## config.mk

```make
export PLATFORM = sky130hd
export DESIGN_NAME = stage_renderer
export DESIGN_NICKNAME = d
export VERILOG_FILES = /design/src/rtl/stage_renderer.sv
export SDC_FILE = /design/constraint.sdc
export NUM_CORES = 1
export LEC_CHECK = 0
export ABC_AREA = 1
export BUFFER_PORTS_ARGS = -buffer_cell sky130_fd_sc_hd__buf_2
export CORE_MARGIN = 5
export CORE_UTILIZATION = 45
export DETAILED_ROUTE_END_ITERATION = 16
export PLACE_DENSITY = 0.62
export SKIP_CTS_REPAIR_TIMING = 1
export SLEW_MARGIN = 0
export SYNTH_ARGS = -nofsm -noshare
export SYNTH_HDL_FRONTEND = slang
export SYNTH_SLANG_ARGS = --single-unit
```

## constraint.sdc

```tcl
create_clock -name clk -period 4.6 [get_ports clk]
set_clock_uncertainty 0.05 [all_clocks]
set_input_delay 0.92 -clock clk [delete_from_list [all_inputs] [get_ports clk]]
set_output_delay 0.92 -clock clk [all_outputs]
set_load 0.1 [all_outputs]
```

## src/rtl/stage_renderer.sv

```systemverilog
// Frame renderer: raster-scans the tile playfield through a 1-cycle query pipeline, then overlays enabled bombs.
// Optional macro EXPLOSION_FLASH_EN alternates the explosion colour between even and odd frames.
module stage_renderer #(
  parameter int ORIGIN_X  = 72,
  parameter int ORIGIN_Y  = 32,
  parameter int TILES     = 11,
  parameter int TILE_PX   = 16,
  parameter int NUM_BOMBS = 6
) (
  input  logic        clk,
  input  logic        reset,
  input  logic        start,
  output logic [8:0]  qx,
  output logic [7:0]  qy,
  input  logic [3:0]  map_tile_id,
  input  logic        has_explosion,
  output logic [2:0]  bomb_id,
  input  logic [17:0] bomb_info,
  output logic [8:0]  vga_x,
  output logic [7:0]  vga_y,
  output logic [2:0]  vga_colour,
  output logic        vga_plot,
  output logic        busy,
  output logic        done
);

  localparam int SPAN = TILES * TILE_PX;
  localparam int PW   = $clog2(SPAN);
  localparam int OW   = $clog2(TILE_PX);
  localparam logic [8:0]    OX     = 9'(ORIGIN_X);
  localparam logic [7:0]    OY     = 8'(ORIGIN_Y);
  localparam logic [PW-1:0] P_LAST = PW'(SPAN - 1);
  localparam logic [OW-1:0] O_LAST = OW'(TILE_PX - 1);
  localparam logic [2:0]    B_LAST = 3'(NUM_BOMBS - 1);

  typedef enum logic [2:0] {
    IDLE, TILE_SCAN, TILE_FLUSH, BOMB_SEL, BOMB_CHK, BOMB_DRAW, DONE
  } state_t;

  state_t        state_q, state_d;
  logic [PW-1:0] px_q, px_d, py_q, py_d;
  logic [OW-1:0] ox_q, ox_d, oy_q, oy_d;
  logic [8:0]    qx_q, qx_d, bx_q, bx_d, vga_x_q, vga_x_d;
  logic [7:0]    qy_q, qy_d, by_q, by_d, vga_y_q, vga_y_d;
  logic [2:0]    bomb_id_q, bomb_id_d, colour_q, colour_d;
  logic          plot_q, plot_d, busy_q, busy_d, done_q, done_d;
  logic [2:0]    expl_colour, pix_colour;
  logic          corner, next_bomb;

`ifdef EXPLOSION_FLASH_EN
  logic frame_par_q, frame_par_d;
  always_comb frame_par_d = frame_par_q ^ (state_q == DONE);
  assign expl_colour = frame_par_q ? 3'b110 : 3'b100;
`else
  assign expl_colour = 3'b100;
`endif

  always_comb begin
    if (has_explosion) begin
      pix_colour = expl_colour;
    end else begin
      case (map_tile_id)
        4'd0:    pix_colour = 3'b010;
        4'd1:    pix_colour = 3'b111;
        4'd2:    pix_colour = 3'b011;
        default: pix_colour = 3'b101;
      endcase
    end
  end

  // Bomb sprites are rounded: the four corner pixels are left untouched.
  assign corner = (ox_q == '0 || ox_q == O_LAST) && (oy_q == '0 || oy_q == O_LAST);

  always_comb begin
    state_d   = state_q;
    px_d      = px_q;
    py_d      = py_q;
    ox_d      = ox_q;
    oy_d      = oy_q;
    qx_d      = qx_q;
    qy_d      = qy_q;
    bx_d      = bx_q;
    by_d      = by_q;
    bomb_id_d = bomb_id_q;
    vga_x_d   = vga_x_q;
    vga_y_d   = vga_y_q;
    colour_d  = colour_q;
    plot_d    = 1'b0;
    busy_d    = busy_q;
    done_d    = 1'b0;
    next_bomb = 1'b0;
    case (state_q)
      IDLE: begin
        if (start) begin
          state_d = TILE_SCAN;
          busy_d  = 1'b1;
          px_d    = '0;
          py_d    = '0;
          qx_d    = OX;
          qy_d    = OY;
        end
      end
      TILE_SCAN: begin
        // Plot the pixel queried last cycle while issuing the next query.
        plot_d   = 1'b1;
        vga_x_d  = qx_q;
        vga_y_d  = qy_q;
        colour_d = pix_colour;
        if (px_q == P_LAST) begin
          px_d = '0;
          py_d = py_q + PW'(1);
        end else begin
          px_d = px_q + PW'(1);
        end
        qx_d = OX + 9'(px_d);
        qy_d = OY + 8'(py_d);
        if (px_d == P_LAST && py_d == P_LAST) state_d = TILE_FLUSH;
      end
      TILE_FLUSH: begin
        plot_d    = 1'b1;
        vga_x_d   = qx_q;
        vga_y_d   = qy_q;
        colour_d  = pix_colour;
        qx_d      = OX;
        qy_d      = OY;
        bomb_id_d = '0;
        state_d   = BOMB_SEL;
      end
      BOMB_SEL: state_d = BOMB_CHK;
      BOMB_CHK: begin
        if (bomb_info[0]) begin
          bx_d    = bomb_info[9:1];
          by_d    = bomb_info[17:10];
          ox_d    = '0;
          oy_d    = '0;
          state_d = BOMB_DRAW;
        end else begin
          next_bomb = 1'b1;
        end
      end
      BOMB_DRAW: begin
        plot_d   = ~corner;
        vga_x_d  = bx_q + 9'(ox_q);
        vga_y_d  = by_q + 8'(oy_q);
        colour_d = 3'b000;
        if (ox_q == O_LAST) begin
          ox_d = '0;
          if (oy_q == O_LAST) next_bomb = 1'b1;
          else                oy_d = oy_q + OW'(1);
        end else begin
          ox_d = ox_q + OW'(1);
        end
      end
      DONE: begin
        done_d  = 1'b1;
        busy_d  = 1'b0;
        state_d = IDLE;
      end
      default: state_d = IDLE;
    endcase
    if (next_bomb) begin
      if (bomb_id_q == B_LAST) begin
        bomb_id_d = '0;
        state_d   = DONE;
      end else begin
        bomb_id_d = bomb_id_q + 3'd1;
        state_d   = BOMB_SEL;
      end
    end
  end

  always_ff @(posedge clk or posedge reset) begin
    if (reset) begin
      state_q   <= IDLE;
      px_q      <= '0;
      py_q      <= '0;
      ox_q      <= '0;
      oy_q      <= '0;
      qx_q      <= OX;
      qy_q      <= OY;
      bx_q      <= '0;
      by_q      <= '0;
      bomb_id_q <= '0;
      vga_x_q   <= '0;
      vga_y_q   <= '0;
      colour_q  <= '0;
      plot_q    <= 1'b0;
      busy_q    <= 1'b0;
      done_q    <= 1'b0;
`ifdef EXPLOSION_FLASH_EN
      frame_par_q <= 1'b0;
`endif
    end else begin
      state_q   <= state_d;
      px_q      <= px_d;
      py_q      <= py_d;
      ox_q      <= ox_d;
      oy_q      <= oy_d;
      qx_q      <= qx_d;
      qy_q      <= qy_d;
      bx_q      <= bx_d;
      by_q      <= by_d;
      bomb_id_q <= bomb_id_d;
      vga_x_q   <= vga_x_d;
      vga_y_q   <= vga_y_d;
      colour_q  <= colour_d;
      plot_q    <= plot_d;
      busy_q    <= busy_d;
      done_q    <= done_d;
`ifdef EXPLOSION_FLASH_EN
      frame_par_q <= frame_par_d;
`endif
    end
  end

  assign qx         = qx_q;
  assign qy         = qy_q;
  assign bomb_id    = bomb_id_q;
  assign vga_x      = vga_x_q;
  assign vga_y      = vga_y_q;
  assign vga_colour = colour_q;
  assign vga_plot   = plot_q;
  assign busy       = busy_q;
  assign done       = done_q;

endmodule

```

======== Word-level counts from Yosys, hierarchy flattened ========
Index checks and enable logic that the tools add are counted.
cells by class
  $add $sub $neg .......................... 9
  equality and inequality tests ........... 22
  muxes and demuxes ....................... 39
  bitwise operators ....................... 1
  reductions and logical operators ........ 22
operators by type and width
  operator               count
  $mux W8                6
  $pmux W8 S2            3
  $mux W3                9
  $pmux W9 S3            1
  $eq A8 B8 Y1 const B   3
  $pmux W8 S3            1
  $pmux W3 S6            1
  $pmux W9 S2            1
  $add A8 B1 Y8 const B  2
  $mux W4                4
  $pmux W4 S2            2
  $eq A3 B3 Y1 const B   4
  $logic_not A4 Y1       3
  $ne A2 B2 Y1 const B   5
  $reduce_and A2 Y1      5
  $reduce_bool A2 Y1     5
  $add A7 B8 Y9 const A  1
  $add A9 B4 Y9          1
  $mux W9                1
  $ne A3 B3 Y1 const B   3
  $pmux W3 S3            1
  $add A4 B1 Y4 const B  2
  $add A6 B8 Y8 const A  1
  $add A8 B4 Y8          1
  16 further kinds       27
storage, ports and cells
  register bits after elaboration ......... 87
  bits of input ports ..................... 26
  output and inout port bits .............. 43
  logic and storage cells ................. 109

======== Logic depth before layout (Yosys ltp) ========
  word-level depth ........................ 8
  gate-level depth with buffers ........... 14
  gate-level depth less buffers ........... 13

======== Worst setup path before layout ========
Ideal clock, no wire load.
  path type ............................... register -> output
  start point ............................. register bomb_id_q[1] (netlist: bomb_id[1])
  end point ............................... output bomb_id[1]
  arrival ................................. 0.943 ns
  required time ........................... 3.630 ns
  slack ................................... 2.687 ns
  stages on the path, launching flop included .. 1
  path buffers ............................ 0
  cell sequence ........................... dfrtp_1
RTL lines
  element                 line  text
  start, declared         45    logic [2:0] bomb_id_q, bomb_id_d, colour_q, colour_d;
  start signal, assigned  203   bomb_id_q <= bomb_id_d;
  end, declared           17    output logic [2:0] bomb_id,
No word-level cell between the ends.

======== Final worst setup path ========
  start point ............................. register state_q[2]
  end point ............................... register vga_x_q[2] (netlist: vga_x[2])
on the way
  word-level cells in the longest chain between the ends .. 3
  elaborated cells between the ends (all ways) .. 6
  those cells by class .................... eq/ne (3); mux (1); reduce/logical (2)
RTL lines
  element                                                   line  text
  start, declared                                           40    state_t state_q, state_d;
  start signal, assigned                                    194   state_q <= state_d;
  $eq A3 B1 Y1 / $eq A3 B2 Y1 (equally long branches)       92    case (state_q)
  $reduce_or A2 Y1 (no line)                                --
  $pmux W9 S2 / $reduce_bool A2 Y1 (equally long branches)  --
  end signal, assigned                                      204   vga_x_q <= vga_x_d;
  end, declared                                             43    logic [8:0] qx_q, qx_d, bx_q, bx_d, vga_x_q, vga_x_d;
Several ways; a longest one is shown, not always the timed one.
A chain may end at the register's enable or synchronous reset.

==> flow_metrics.env <==
export IMPL_portBuffers=68
export IMPL_avgViaCountPerCell=5.08
export IMPL_status="complete, no violations"
export IMPL_p_seq_share_pct=50.6
export IMPL_num_antenna_cells=0
export IMPL_synth_edff_count=0
export IMPL_crit_path_start_kind="flip-flop"
export IMPL_path_delay_family="simple AND/OR/NAND/NOR gates"
export IMPL_drtIter0Drc=285
export IMPL_postSynthCellCount=575
export IMPL_antenna_found_initial=0
export IMPL_io_pins=69
export IMPL_worst_path_most_repeated_cell="inv_2"
export IMPL_postSynthAreaPerCell_um2=8.05
export IMPL_finalHoldViolations=0
export IMPL_synth_nets=620
export IMPL_max_freq_mhz=401
export IMPL_hold_ws_ps=429
export IMPL_seq_area_frac_synth_pct=47.1
export IMPL_clk_pin_slew_ps=90
export IMPL_layout_setup_ws_ps=2110
export IMPL_netSwitchingPower_uw=306
export IMPL_period_share_pct=54.2
export IMPL_synth_warnings=0
export IMPL_rsz0062_at_grt="false"
export IMPL_synth_most_common_cell="nand2_1"
export IMPL_criticalPathCategory="reg2reg"
export IMPL_core_area_um2=10200
export IMPL_drc_errors=0
export IMPL_p_leak_uw=0.00276
export IMPL_track_usage_pct=19.0
export IMPL_synth_common_cells="168 x nand2_1, 84 x dfrtp_1, 62 x inv_1"
export IMPL_synth_compound_area_share_pct=11.6
export IMPL_final_util_pct=52.5
export IMPL_dr_pass1_iters=4
export IMPL_crit_path_max_incr_delay_ps=640
export IMPL_reg2reg_from="state_q[2]"
export IMPL_wl_um=11400
export IMPL_min_path_cells=2
export IMPL_yosys_register_bits=87
export IMPL_cap_violations=0
export IMPL_switching_share_pct=20.2
export IMPL_critPathBufInv=2
export IMPL_endpoint_kind="flip-flop"
export IMPL_cts_buffers=9
export IMPL_cp_required_ps=4810
export IMPL_yosysTopAreaCell="dfrtp_1"
export IMPL_ir_drop_v=0.000134
export IMPL_hp_start="vga_y[6]"
export IMPL_grt_pass1_wl_um=19100
export IMPL_area_growth_pct=15.4
export IMPL_start_util_pct=45.4
export IMPL_syn_area_um2=4630
export IMPL_synth_async_reset_ratio_pct=100
export IMPL_r2r_worst_path_cells=7
export IMPL_wire_per_inst_um=14.6
export IMPL_grt_pass1_vias=3891
export IMPL_hold_class="reg2reg"
export IMPL_place_ws_ps=1890
export IMPL_power_internal_uw=1210
export IMPL_cts_tree="yes"
export IMPL_overflow=0
export IMPL_clkPwrFrac_pct=46.9
export IMPL_synth_mux_area_share_pct=0
export IMPL_clockRootBuffer="clkbuf_8"
export IMPL_drv_slew=0
export IMPL_fin_area_um2=5340
export IMPL_finalSetupViolCount=0
export IMPL_worstMarginPinSlew_ps=966
export IMPL_yosysTopAreaCellShare_pct=45.4
export IMPL_cts_buffer_depth=2
export IMPL_vias=3970
export IMPL_synth_main_ff_cell="dfrtp_1"
export IMPL_die_y_um=111
export IMPL_synth_adder_area_share_pct=5.46
export IMPL_fin_tns_setup_ps=0
export IMPL_routabilityCongestion=0.872
export IMPL_hold_end="vga_y[6]"
export IMPL_htree_num_levels=3
export IMPL_numClockSinks=87
export IMPL_clk_latency_ps=370
export IMPL_die_w_um=111
export IMPL_cp_slowest_cell="nor3_4"
export IMPL_relSlewSlack_pct=35.6
export IMPL_r2r_end="vga_x[2]"
export IMPL_combPwrFrac_pct=2.5
export IMPL_cp_cell_sequence="nor3_4 > inv_2 > nand2_4 > nor2_2 > inv_2 > nor2_1 > a221oi_1"
export IMPL_dieArea_um2=12400
export IMPL_drive_gt1_share_pct=18.3
export IMPL_min_period_ps=2490
export IMPL_final_nets=686
export IMPL_synthTopCellsByArea="dfrtp_1 45%, nand2_1 14%, inv_1 5.0%"
export IMPL_dpl_instance_area_um2=5070
export IMPL_ys_types=47
export IMPL_yosys_area_share_simple_pct=26.7
export IMPL_post_dp_hpwl_um=8500
export IMPL_grt_max_degree=54
export IMPL_crit_arrival_ps=2700
export IMPL_p_per_area_nw_per_um2=283
export IMPL_synth_top_family_by_area="simple AND/OR/NAND/NOR gates"
export IMPL_rows=37
export IMPL_r2r_slack_ps=2110
export IMPL_ant_nets=0
export IMPL_critPathMaxFanout=18
export IMPL_synthXorXnorAreaFrac_pct=1.70
export IMPL_fillers=1013
how the worst max path moves through the flow:
stage / end / cells past startpoint / slack (ps) / start
2_1_floorplan: bomb_id[0] / 1 / 1380 / reset
3_3_place_gp: oy_q[3] / 8 / 1960 / bomb_info[0]
3_5_place_dp: oy_q[3] / 8 / 1890 / bomb_info[0]
4_1_cts: vga_x[2] / 7 / 2090 / state_q[2]
5_1_grt: oy_q[3] / 8 / 1890 / state_q[0]
6_report: vga_x[2] / 7 / 2110 / state_q[2]
state kept, by name (all words and copies together), names as in the netlist:
| name | flops |
|---|---|
| px_q | 8 |
| bx_q | 9 |
| bomb_id | 3 |
| qy | 8 |
| py_q | 8 |
| qx | 9 |
| state_q | 3 |
| vga_colour | 3 |
| done | 1 |
| by_q | 8 |
| vga_x | 9 |
| vga_y | 8 |
| busy | 1 |
| vga_plot | 1 |
| ox_q | 4 |
| oy_q | 4 |
layout by cell type (no fill, tap or decap), drive strengths merged, types with 9 or more instances in the layout:
master / n
a21oi: 13
buf: 69
clkbuf: 11
dfrtp: 84
ha: 17
inv: 70
nand2: 170
nand3: 45
nor2: 46
nor3: 9
o21ai: 49
o22ai: 11
worst reg2reg max path, stage by stage (launching register included):
cell	delay, ps
dfrtp_1	490
nor3_4	640
inv_2	310
nand2_4	250
nor2_2	180
inv_2	200
nor2_1	60
a221oi_1	210
per-layer routing:
metal | track usage, % | up-vias | part of all wire [%]
met4 | 5.76 | 0 | 1.1
met5 | 0 | - | 0
met2 | 30.7 | 72 | 48
li1 | - | 2004 | -
met1 | 26.1 | 1886 | 47
met3 | 3.48 | 8 | 3.7
metrics by stage:
stage                     instances  power [uW]
after global placement          766         821
final                           782        1510
after global routing            782        1560
after CTS                       782        1530
after detailed placement        766         821
after floorplan                 575         803
cells by family (layout without fill, tap and decap cells):
family                     count (synthesis)  count (layout)
xor gates and xnor gates                   9               9
and+or+nand+nor                          284             284
AOI/OAI and AO/OA                         91              91
DFF                                       87              87
buffers and inverters                     85             156
adders and majority gates                 19              19
area by class of cell:
| cell class | count | area [um2] | area share (%) |
|---|---|---|---|
| Sequential cell | 87 | 2180 | 40.8 |
| Multi-Input combinational cell | 403 | 2110 | 39.4 |
| Timing Repair Buffer | 69 | 348 | 6.51 |
| Inverter | 71 | 268 | 5.01 |
| Tap cell | 136 | 170 | 3.19 |
| Clock buffer | 11 | 141 | 2.65 |
| Clock inverter | 5 | 129 | 2.41 |
power by group through the flow:
stage	Clock, uW	Combinational [uW]	Sequential [uW]
after floorplan	0	13.7	789
after global placement	0	39.6	781
after detailed placement	0	40.0	781
after CTS	720	40.0	766
after global routing	751	43.8	766
final	709	38.5	766
Note: power is estimated with default switching activity, not from simulation.
